File: src/rtl/approx_err_monitor.sv
// Error-metrics collector for an 8x8 approximate multiplier: recomputes the exact
// product and reports error totals once per window of 2^WIN_LOG2 samples.
module approx_err_monitor #(
   parameter int WIN_LOG2 = 8
) (
   input  logic                      clk,
   input  logic                      rst_n,
   input  logic                      in_valid,
   output logic                      in_ready,
   input  logic [7:0]                a,
   input  logic [7:0]                b,
   input  logic [15:0]               prod8,
   output logic                      out_valid,
   input  logic                      out_ready,
   output logic [16+WIN_LOG2-1:0]    ed_sum,
   output logic [15:0]               ed_max,
   output logic [WIN_LOG2:0]         err_cnt,
   output logic [7:0]                worst_a,
   output logic [7:0]                worst_b
);

   localparam logic [1:0] ACCUM  = 2'd0;
   localparam logic [1:0] DRAIN  = 2'd1;
   localparam logic [1:0] REPORT = 2'd2;

   localparam logic [WIN_LOG2:0] LAST_IDX = {1'b0, {WIN_LOG2{1'b1}}};

   // The difference is at most 65535 in magnitude, so the absolute value fits 16 bits.
   function automatic logic [15:0] abs_ed(input logic signed [16:0] diff);
      logic signed [16:0] neg;
      neg = -diff;
      return diff[16] ? neg[15:0] : diff[15:0];
   endfunction

   logic [1:0]          state;
   logic [WIN_LOG2:0]   n_acc;
   logic                accept;

   logic                vld_p1;
   logic [7:0]          a_p1;
   logic [7:0]          b_p1;
   logic [15:0]         prod_p1;
   logic [15:0]         exact_p1;
   logic signed [16:0]  diff_p1;

   logic                vld_p2;
   logic [15:0]         ed_p2;
   logic                nz_p2;
   logic [7:0]          a_p2;
   logic [7:0]          b_p2;

   assign in_ready  = rst_n & (state == ACCUM);
   assign accept    = in_valid & in_ready;
   assign out_valid = (state == REPORT);

   assign exact_p1 = {8'd0, a_p1} * {8'd0, b_p1};
   assign diff_p1  = $signed({1'b0, exact_p1}) - $signed({1'b0, prod_p1});

   // ---- stage p1: capture operands at the accept edge
   always_ff @(posedge clk) begin
      if (accept) begin
         a_p1    <= a;
         b_p1    <= b;
         prod_p1 <= prod8;
      end
   end

   // ---- stage p2: exact product and error distance
   always_ff @(posedge clk) begin
      if (vld_p1) begin
         ed_p2 <= abs_ed(diff_p1);
         nz_p2 <= (diff_p1 != 17'sd0);
         a_p2  <= a_p1;
         b_p2  <= b_p1;
      end
   end

   // ---- accumulation and window control
   always_ff @(posedge clk) begin
      if (!rst_n) begin
         state   <= ACCUM;
         n_acc   <= '0;
         vld_p1  <= 1'b0;
         vld_p2  <= 1'b0;
         ed_sum  <= '0;
         ed_max  <= '0;
         err_cnt <= '0;
         worst_a <= '0;
         worst_b <= '0;
      end else begin
         vld_p1 <= accept;
         vld_p2 <= vld_p1;

         if (vld_p2) begin
            ed_sum  <= ed_sum + (16+WIN_LOG2)'(ed_p2);
            err_cnt <= err_cnt + (WIN_LOG2+1)'(nz_p2);
            if (ed_p2 > ed_max) begin
               ed_max  <= ed_p2;
               worst_a <= a_p2;
               worst_b <= b_p2;
            end
         end

         case (state)
            ACCUM: begin
               if (accept) begin
                  if (n_acc == LAST_IDX) begin
                     n_acc <= '0;
                     state <= DRAIN;
                  end else begin
                     n_acc <= n_acc + 1'b1;
                  end
               end
            end
            // Only the window's final sample is in flight once p1 has emptied.
            DRAIN: begin
               if (vld_p2 && !vld_p1) state <= REPORT;
            end
            REPORT: begin
               if (out_ready) begin
                  ed_sum  <= '0;
                  ed_max  <= '0;
                  err_cnt <= '0;
                  worst_a <= '0;
                  worst_b <= '0;
                  vld_p1  <= 1'b0;
                  vld_p2  <= 1'b0;
                  state   <= ACCUM;
               end
            end
            default: state <= ACCUM;
         endcase
      end
   end

endmodule

File: config.mk
export PLATFORM = sky130hd
export DESIGN_NAME = approx_err_monitor
export DESIGN_NICKNAME = d
export VERILOG_FILES = /design/src/rtl/approx_err_monitor.sv
export SDC_FILE = /design/constraint.sdc
export NUM_CORES = 1
export LEC_CHECK = 0
export CAP_MARGIN = 10
export CORE_MARGIN = 5
export CORE_UTILIZATION = 50
export CTS_CLUSTER_SIZE = 10
export DETAILED_ROUTE_END_ITERATION = 16
export PLACE_DENSITY = 0.68
export SLEW_MARGIN = 25
export SYNTH_ARGS = -nofsm -noshare
export SYNTH_HDL_FRONTEND = slang
export SYNTH_SLANG_ARGS = --single-unit
File: constraint.sdc
create_clock -name clk -period 13.2 [get_ports clk]
set_input_delay 1.32 -clock clk [delete_from_list [all_inputs] [get_ports clk]]
set_output_delay 1.32 -clock clk [all_outputs]
set_load 0.1 [all_outputs]
== Word-level counts from Yosys, hierarchy flattened ==
Cells that the tools add are included.
Word-level totals
  register bits after elaboration: 143
  output and inout port bits: 67
Operators by class
  $add $sub $neg: 5
  multipliers: 1
  order comparisons: 1
  equality and inequality tests: 7
  mux-type cells: 29
  bitwise operators: 2
  reduce and logical (&&, ||, !) cells: 6
Operator list (number)
  $mux W16: 5
  $mux W24: 3
  $mux W8: 8
  $mux W9: 4
  $add A24 B16 Y24: 1
  $reduce_bool A17 Y1: 1
  $sub A16 B16 Y17: 1
  $gt A16 B16 Y1: 1
  $mul A8 B8 Y16: 1
  $neg A16 Y16: 1
  $add A9 B1 Y9: 1
  $add A9 B1 Y9 const B: 1
  $eq A9 B8 Y1 const B: 1
  $mux W2: 4
  $pmux W2 S3: 1
  $mux W1: 4
  $ne A2 B1 Y1 const B: 2
  $ne A2 B2 Y1 const B: 2
  $reduce_and A4 Y1: 1
  $and A1 B1 Y1: 2
  $eq A2 B1 Y1 const B: 1
  $eq A2 B2 Y1 const B: 1
  $logic_not A2 Y1: 1
  $reduce_and A2 Y1: 1
  2 further kinds: 2

== Logic depth before layout (Yosys ltp) ==
  word-level depth: 5
  gate-level depth with buffers: 20

== Least setup slack after synthesis ==
No wires, ideal clock.
  path type: register to register
  start: reg a_p1[3]
  end: reg ed_p2[7] (data pin)
  setup time: 266 ps
  data arrival time: 4556 ps
  data required time: 12934 ps
  setup slack: 8378 ps
  cell stages (with the launch flop): 18
  buffers on the path: 1
  cell sequence: edfxtp_1 and2_1 fa_1 fa_1 fa_1 inv_1 fa_1 inv_1 ha_1 o21a_1 o21ai_2 a221oi_2 o21ai_1 and3_4 nor3_4 buf_6 nor2_1 xor2_1
Between the ends
  cells in the longest elaborated chain, start to end: 4
Ends and longest elaborated chain
  start, declared: RTL line 40  | logic [7:0] a_p1;
  start signal, assigned: RTL line 62  | a_p1 <= a;
  $mul A8 B8 Y16 *: RTL line 56  | assign exact_p1 = {8'd0, a_p1} * {8'd0, b_p1};
  $sub A16 B16 Y17 *: RTL line 57  | assign diff_p1 = $signed({1'b0, exact_p1}) - $signed({1'b0, prod_p1});
  $neg A16 Y16: RTL line 31  | neg = -diff;
  $mux W16 *: RTL line 32  | return diff[16] ? neg[15:0] : diff[15:0];
  end signal, assigned: RTL line 71  | ed_p2 <= abs_ed(diff_p1);
  end, declared: RTL line 47  | logic [15:0] ed_p2;
Every way passes the cells marked *; elsewhere a longest branch is shown, timed or not.
A chain may end at the register's enable or synchronous reset.

== Worst setup path after layout ==
  start: reg b_p1[7]
  end: reg ed_p2[1] (data pin)
Between the ends
  cells in the longest elaborated chain, start to end: 3
Ends and longest elaborated chain
  start, declared: RTL line 41  | logic [7:0] b_p1;
  start signal, assigned: RTL line 63  | b_p1 <= b;
  $mul A8 B8 Y16: RTL line 56
  $sub A16 B16 Y17: RTL line 57
  $mux W16: RTL line 32
Every way passes these cells.

==> results.md <==
- Worst clock skew: 0.0115 ns
- Drt drc: 0
- Critical Path Max Stage Delay: roughly 0.56 ns
- Share of cells above drive strength 1: roughly 5.3%
- Number of enable flip-flop cells after synthesis: between 60 and 70
- Worst path arrival time: about 5.6 ns
- RSZ-0062 raised after global routing: no
- Area leader, netlist: edfxtp_1
- Place WS: slightly below 8 ns
- Clk sink count: around 140
- Cts repair resizes: 0
- YS warnings: 0
- Netlist cell types: 67
- Worst hold stages: 1
- Skew-Pair Late Insertion Delay: around 0.42 ns
- H-tree depth: 4
- Total Wirelength: between 15 and 20 mm
- Post-synthesis sequential area ratio: a little under two fifths
- Pins Over Slew Limit: 0
- Worst-margin pin slew: around 1.0 ns
- Buffers on Ports: roughly 100
- First-pass GRT wire length: around 31 mm
- Critical-path top delay cell: fa_1
- Worst path most repeated cell: fa_1
- Post-CTS setup buffers: 0
- Gpl congestion: ~0.85
- Setup violations, final: 0
- # IOs: around 100
- CP endpoint kind: register
- Number of diodes: 0
- GRT Util Overall: ~17%
- Crit path time final: ~5.4 ns
- Worst hold-check path type: reg -> reg
- Clock buffer count from CTS: 17
- Clock tree from TritonCTS: yes
- Initial antenna violation count: 0
- Worst Path Buf+Inv: 3
- Area growth syn-to-layout: 19.6%
- Nets: between 1,000 and 1,500
- Critical Path RT: 13.37 ns
- Power Dens Cells: approximately 170 nW/um2
- Max Cap Viol: 0
- Critical path cell sequence: nand2_1 -> fa_1 -> fa_1 -> inv_1 -> fa_1 -> inv_1 -> fa_1 -> inv_1 -> ha_1 -> o21a_1 -> o21ai_2 -> a221oi_2 -> o21ai_1 -> and3_4 -> nor3_4 -> mux2_2
- Largest net degree at the start of global routing: between 60 and 70
- Most area-consuming cells after synthesis: edfxtp_1 21%, dfxtp_1 17%, fa_1 11%, ha_1 11%, mux2i_1 4.9%
- Endpoints failing hold: 0
- Die height: between 100 and 150 um
- Top_reg_cell synth: dfxtp_1
- Die area: roughly 21,000 um2
- Setup TNS Final: 0 ns
- Mapped Cells: between 900 and 1,000
- Synth Register Bits: between 100 and 150
- WL/cell: roughly 14 um
- Vias: 6,547
- Die X: approximately 150 um
- CORE AREA: 18,000 um2
- Remaining Overflow, GRT: 0
- Vias in the first global route: 6,330
- Setup Crit Path Kind: reg -> reg
- Worst slew margin: between 30% and 40%
- CP max FO: 16
- CTS Hold Buffers Added: 0
- Row Count: 49
- Clk slew on worst S/H paths: roughly 0.060 ns
- Most frequent cells in the layout: 112 x inv_1, 103 x nor2_1, 102 x clkdlybuf4s50_1
- FMAX: 186 MHz
- DRT Pass-1 Iters: 5
- Worst-case clock buffer depth: 2
- Crit start category: register
- Total power: about 1800 uW
- Starting Density: 51.1%
- ANT nets after route: 0
- Crit path depth: 16
- Post-synth ARST share: 0%
- Peak supply drop: roughly 0.13 mV
- Final Worst Setup Slack: 7.81 ns
- Cell family with most CP delay: adder cells
- Pleak: around 0.0046 uW
- Via density: 5.19
- Post-synth top area share: around a fifth
- Syn Area/Cell: between 10 and 15 um2
- Post-Syn Area: 9210 um2
- Syn nets: around 1,100
- Initial DRC count: 300
- Clock Tree Root: clkbuf_16
- Fin crit share: about two fifths
- DPL Wire Length: roughly 14 mm
- Outcome: completed
- Reg2Reg Depth: 16
- Most common cell after layout, fill and taps aside: inv_1
## report_power, final
| part | total [uW] | internal (uW) | switching (uW) |
|---|---|---|---|
| sequential | 563 | 526 | 36.5 |
| clock | 460 | 268 | 192 |
| combinational | 821 | 335 | 486 |
| total | 1840 | 1130 | 714 |
## area by class of cell
| cell class | count | area (um2) |
|---|---|---|
| clock buffer | 21 | 493 |
| clock inverter | 11 | 75.1 |
| fill | 1564 | 7000 |
| inverter | 112 | 420 |
| multi-input combinational | 638 | 5170 |
| sequential | 143 | 3510 |
| tap | 229 | 287 |
| timing repair buffer | 107 | 1060 |
## final timing paths
path / start / slack [ns] / to
worst min register to register: n_acc[8]$_SDFFE_PN0P_ / 0.46 / n_acc[8]$_SDFFE_PN0P_
worst max register to register: b_p1[7]$_DFFE_PP_ / 7.81 / ed_p2[1]$_DFFE_PP_
worst max-delay path: b_p1[7]$_DFFE_PP_ / 7.81 / ed_p2[1]$_DFFE_PP_
worst min-delay path: n_acc[8]$_SDFFE_PN0P_ / 0.46 / n_acc[8]$_SDFFE_PN0P_
## cells in the mapped netlist (4+ instances only)
master / instances
o21bai_1: 4
mux2i_1: 45
a21oi_1: 29
o21a_1: 10
buf_1: 4
a31oi_1: 7
edfxtp_1: 65
ha_1: 78
nor2b_1: 8
nor3_1: 9
xor2_1: 29
nand2_1: 64
nand3_1: 11
a211oi_1: 11
xnor2_1: 25
o21ai_0: 20
fa_1: 51
and3_1: 9
nand4_1: 7
nor2_1: 103
and2_1: 45
inv_1: 112
clkbuf_1: 11
a21o_1: 19
dfxtp_1: 78
## routing by layer
| metal | up-vias | GRT usage [%] | share of wire [%] | wire, um |
|---|---|---|---|---|
| met5 | - | 0 | 0 | 0 |
| met4 | 0 | 5.18 | 0.98 | 175 |
| met3 | 14 | 3.46 | 4.8 | 868 |
| met2 | 135 | 28.0 | 47 | 8490 |
| met1 | 3104 | 24.1 | 47 | 8390 |
| li1 | 3294 | - | - | - |
## per-stage QoR
stage	cells	instance area, um2	hold WS, ns	utilization (%)
2_1_floorplan	915	9210	0.428	-
3_3_place_gp	1229	10500	0.434	58.0
3_5_place_dp	1229	10500	0.457	58.0
4_1_cts	1261	11000	0.466	61.1
5_1_grt	1261	11000	0.486	61.1
6_report	1261	11000	0.458	61.1
## state kept, by name, summed over array words and instances (netlist names), 9 cells and up
| register | count |
|---|---|
| err_cnt | 9 |
| n_acc | 9 |
| ed_max | 16 |
| ed_p2 | 16 |
| prod_p1 | 16 |
| ed_sum | 24 |
## worst reg2reg max path: cells and delay by family, from the launching register on
kind	cells	cell delay, ns
and+or+nand+nor	3	0.80
buffers and inverters	3	0.15
DFF	1	0.51
adders and majority gates	5	2.54
AOI/OAI and AO/OA	4	0.74
muxes	1	0.40
## kinds of logic after synthesis
group | after synthesis | synth area share [%]
adder cells (fa/ha/maj) | 129 | 21.7
flip-flops | 143 | 38.1
AND/OR/NAND/NOR | 278 | 14.5
buffers and inverters | 134 | 5.72
multiplexers | 47 | 5.13
XOR/XNOR | 54 | 5.13
AO/OA/AOI/OAI | 130 | 9.70
(Power assumes the default switching activity.)
==> RTL change 1, RTL diff (same flow settings) <==
Put one more register stage on the output `err_cnt`, cleared by the reset. The value now appears one clock later. The other outputs are not delayed to match.
--- a/src/rtl/approx_err_monitor.sv
+++ b/src/rtl/approx_err_monitor.sv
@@ -25,4 +25,6 @@
 
    localparam logic [WIN_LOG2:0] LAST_IDX = {1'b0, {WIN_LOG2{1'b1}}};
+
+   logic [WIN_LOG2:0] err_cnt_s0;
 
    // The difference is at most 65535 in magnitude, so the absolute value fits 16 bits.
@@ -85,5 +87,5 @@
          ed_sum  <= '0;
          ed_max  <= '0;
-         err_cnt <= '0;
+         err_cnt_s0 <= '0;
          worst_a <= '0;
          worst_b <= '0;
@@ -94,5 +96,5 @@
          if (vld_p2) begin
             ed_sum  <= ed_sum + (16+WIN_LOG2)'(ed_p2);
-            err_cnt <= err_cnt + (WIN_LOG2+1)'(nz_p2);
+            err_cnt_s0 <= err_cnt_s0 + (WIN_LOG2+1)'(nz_p2);
             if (ed_p2 > ed_max) begin
                ed_max  <= ed_p2;
@@ -121,5 +123,5 @@
                   ed_sum  <= '0;
                   ed_max  <= '0;
-                  err_cnt <= '0;
+                  err_cnt_s0 <= '0;
                   worst_a <= '0;
                   worst_b <= '0;
@@ -134,4 +136,12 @@
    end
 
+   always_ff @(posedge clk) begin
+      if (!rst_n) begin
+         err_cnt <= '0;
+      end else begin
+         err_cnt <= err_cnt_s0;
+      end
+   end
+
 endmodule
 
Function: changed (a bounded check fails within 4 cycles, from zero or initial values and one cycle with rst_n low).
==> RTL change 1 against the original RTL <==
Sequential cell count grew 9. Worst setup slack gained 0.031 ns. Area after synthesis grew 1.2%. Total power shrank 1.3%. Die area grew 1.1%. Cell count grew 0.16%. Design area grew 1.2%. Routed wire length shrank 1.8%. First-iteration DRC count shrank 42%. Combinational power shrank 6.2%. Critical path type unchanged. Critical endpoint is now nz_p2. Highest routed layer unchanged.
==> RTL change 1: results (changes against the original RTL) <==
Synth warnings = 0 (unchanged)
Largest register FFs = 24 (unchanged)
port bufs = 102 (unchanged)
main flop type after synthesis = dfxtp_1 (unchanged)
Routed WL per cell = 13.9 um (was 14.2 um)
Pwr per Cell Area = 163 mW/mm^2 (was 167 mW/mm^2)
CTS tree = done (unchanged)
FF+latch count = 152 (was 143)
Post-Synth Adder-Cell Area = 0.214 (was 0.217)
Slowest cell on crit path = fa_1 (unchanged)
number of max-cap violations = 0 (unchanged)
crit path DAT = 5.52 ns (was 5.56 ns)
Total GRT Usage = 0.170 (was 0.175)
Synth Net Count = 1075 (was 1080)
syn avg cell area = 10.2 um^2 (was 10.1 um^2)
Max FO, Critical Path = 9 (was 16)
largest net degree at the start of global routing = 44 (was 66)
Most flops, register = ed_sum (unchanged)
invs w/o clock = 112 (unchanged)
Total Wirelength = 17600 um (was 17900 um)
Hold/Removal Path Class = reg2reg (unchanged)
vias in the first global route = 6347 (was 6330)
antenna violations before repair = 0 (unchanged)
layout cell share with drive strength beyond 1 = 0.0466 (was 0.0533)
Die ar. = 0.0215 mm^2 (was 0.0212 mm^2)
Final HPWL DP = 13700 um (about the same)
nets = 1181 (was 1184)
clock network area share = 0.0507 (was 0.0515)
number of library cell types mapped by synthesis = 59 (was 67)
top cells by area, synth = edfxtp_1, dfxtp_1, fa_1, ha_1, mux2i_1 (unchanged)
fraction of area in multi-input gates = 0.460 (was 0.470)
Max-slew headroom = 0.303 (was 0.333)
outcome = completed (unchanged)
CP max stage delay = 0.55 ns
CP delay by family, top = adder cells (unchanged)
mux share of post-synthesis cell area = 0.0495 (was 0.0513)
Final GP Congestion = 0.854 (was 0.850)
Compound-Gate Fraction of Synth Area = 0.0844 (was 0.0970)
Peak VDD IR = 126 uV (was 128 uV)
1st-pass router iterations = 4 (was 5)
post-CTS resize count = 0 (unchanged)
Buffers excl. clock = 106 (was 107)
P_leak = 4.66 nW (was 4.62 nW)
Fill cells = 1568 (was 1564)
number of multi-input logic gates = 627 (was 638)
Final non-clock buffer share = 0.0942 (was 0.0960)
commonest cells in the netlist = inv_1, dfxtp_1, nor2_1, ha_1, edfxtp_1 (was inv_1, nor2_1, dfxtp_1, ha_1, edfxtp_1)
DR vias/cell = 5.10 (was 5.19)
CTS Buf Count = 17 (unchanged)
DR iter-0 viols = 174 (was 300)
pre-CTS WS = 7.86 ns (was 7.81 ns)
register share of the cell area = 0.331 (was 0.319)
Clock Path Buffers = 2 (unchanged)
n_diodes = 0 (unchanged)
sequential area share after synthesis = 0.396 (was 0.381)
clk_skew = 0.0124 ns (was 0.0115 ns)
XOR/XNOR Fraction of Synth Area = 0.0515 (was 0.0513)
Placed Instance Area = 0.0106 mm^2 (was 0.0105 mm^2)
first-pass GRT wire length = 30000 um (was 30700 um)
## RTL change 1: cell types whose count changed in the layout (fill, tap and decap cells not counted), moves of 9 or more
| cell | unedited run | this run |
|---|---|---|
| nor2_1 | 103 | 84 |
| a21oi_1 | 29 | 40 |
| a21o_1 | 19 | 10 |
| and2_1 | 45 | 54 |
| dfxtp_1 | 78 | 87 |
## RTL change 1: routing by layer
layer  part of all wire  track usage  vias to the layer above
met2               0.47        0.284                      126
met1               0.47        0.223                     3008
met5                  0            0                        -
li1                   -            -                     3296
met3              0.044       0.0391                       13
met4              0.012       0.0475                        0
## RTL change 1: worst paths after layout
check / from / to / slack (ns) / cells past startpoint
setup / recovery: a_p1[3] / nz_p2 / 7.84 / 17
hold / removal: n_acc[8] / n_acc[8] / 0.44 / 1
setup reg to reg: a_p1[3] / nz_p2 / 7.84 / 17
hold reg to reg: n_acc[8] / n_acc[8] / 0.44 / 1
## RTL change 1: where the power goes
part	internal [mW]	switching [mW]
combinational	0.314	0.455
clock	0.265	0.196
sequential	0.553	0.0363
==> RTL change 2, RTL diff (same settings) <==
Made on the original files. Make the reset (`rst_n`) asynchronous in one clocked block.
--- a/src/rtl/approx_err_monitor.sv
+++ b/src/rtl/approx_err_monitor.sv
@@ -77,5 +77,5 @@
 
    // ---- accumulation and window control
-   always_ff @(posedge clk) begin
+   always_ff @(posedge clk or negedge rst_n) begin
       if (!rst_n) begin
          state   <= ACCUM;
Check against the original RTL: not equivalent (Yosys sat finds a counterexample within 4 cycles, from zero or initial values and one cycle with rst_n low; the reset may be asserted at any time).
==> RTL change 2 against the original RTL <==
Routed wire length up 8.5%. Worst hold slack gained 0.013 ns. Critical path type unchanged. Design area increased by 4.9%. Worst setup slack got worse by 0.30 ns. Sequential cell count unchanged. Area after synthesis increased by 4.9%.
Power is not shown: default switching activity piles up to over one toggle a cycle in this logic, so the estimate is an artifact.
==> RTL change 2: results (changes against the original RTL) <==
outcome = completed (unchanged)
pre-CTS WS = 7.26 ns (was 7.81 ns)
Final HPWL DP = 14700 um (was 13700 um)
commonest cells in the netlist = inv_1, nor2_1, dfrtp_1, ha_1, edfxtp_1 (was inv_1, nor2_1, dfxtp_1, ha_1, edfxtp_1)
Max FO, Critical Path = 11 (was 16)
sequential area share after synthesis = 0.404 (was 0.381)
WL met1 = 8890 um (was 8390 um)
DR vias/cell = 5.25 (was 5.19)
M1 GR Usage = 0.251 (was 0.241)
wire length on met3 = 1020 um (was 868 um)
number of library cell types mapped by synthesis = 69 (was 67)
Placed Cells = 1246 (was 1229)
Hold Path Sink = n_acc[4] (was n_acc[8])
FFs w/ async S/R, synth = 0.545 (was 0)
DR iter-0 viols = 367 (was 300)
worst-case reg-to-reg path depth = 17 (was 16)
reg2reg start = a_p1[3] (was b_p1[7])
R2R Setup Slk = 7.51 ns (was 7.81 ns)
top cells by area, synth = dfrtp_1, edfxtp_1, fa_1, ha_1, inv_1 (was edfxtp_1, dfxtp_1, fa_1, ha_1, mux2i_1)
crit path DAT = 5.85 ns (was 5.56 ns)
Min Hold Slack = 0.471 ns (was 0.458 ns)
first-pass GRT wire length = 32700 um (was 30700 um)
via count = 6715 (was 6547)
main flop type after synthesis = dfrtp_1 (was dfxtp_1)
Total GRT Usage = 0.182 (was 0.175)
clk_skew = 0.0107 ns (was 0.0115 ns)
Layout area overhead = 19.6% (about the same)
GRT met2 Usage = 0.296 (was 0.280)
Fill cells = 1582 (was 1564)
1st-pass router iterations = 4 (was 5)
[RTL change 2: cell types whose count changed after synthesis, sizes merged, moves of 5 or more]
cell | before | now
nand3 | 11 | 21
nor4b | 1 | 9
inv | 112 | 122
dfxtp | 78 | 0
nor3 | 11 | 4
nand2 | 64 | 54
nor4 | 1 | 6
a21o | 19 | 14
nor2 | 105 | 86
dfrtp | 0 | 78
[RTL change 2: logic make-up (layout without fill, tap and decap cells)]
| group | count (synthesis) | in the layout | share of synthesized area |
|---|---|---|---|
| and+or+nand+nor | 271 | 271 | 0.147 |
| buffers and inverters | 145 | 262 | 0.0580 |
| DFF | 143 | 143 | 0.404 |
| adders and majority gates | 129 | 129 | 0.207 |
| AOI/OAI and AO/OA | 116 | 116 | 0.0892 |
| xor gates and xnor gates | 52 | 52 | 0.0479 |
| muxes | 46 | 46 | 0.0478 |
[RTL change 2: worst register-to-register path: stages, from the launching register on]
cell      delay, ns
edfxtp_1       0.52
and2_1         0.23
fa_1           0.51
inv_1          0.06
fa_1           0.53
inv_1          0.05
fa_1           0.53
inv_1          0.06
fa_1           0.53
inv_1          0.04
ha_1           0.36
a21o_1         0.20
a21oi_1        0.28
a32oi_2        0.22
and4_4         0.23
nor4_4         0.42
buf_4          0.29
mux2_2         0.36
[RTL change 2: layout make-up]
class                   instances  area share
multi-input cells             614       0.452
flip-flops and latches        143       0.338
repair buffers                108      0.0920
clock buffers                  22      0.0421
inverters                     122      0.0396
well taps                     260      0.0281
clock inverters                10     0.00866
[RTL change 2: how the worst max path moves through the flow]
stage	endpoint	slack, ns	cells after the start
floorplan	state[0]	7.41	6
global placement	ed_p2[1]	7.37	17
detailed placement	ed_p2[1]	7.26	16
CTS	ed_p2[1]	7.24	17
global route	ed_p2[1]	7.23	18
finish	ed_p2[1]	7.51	17
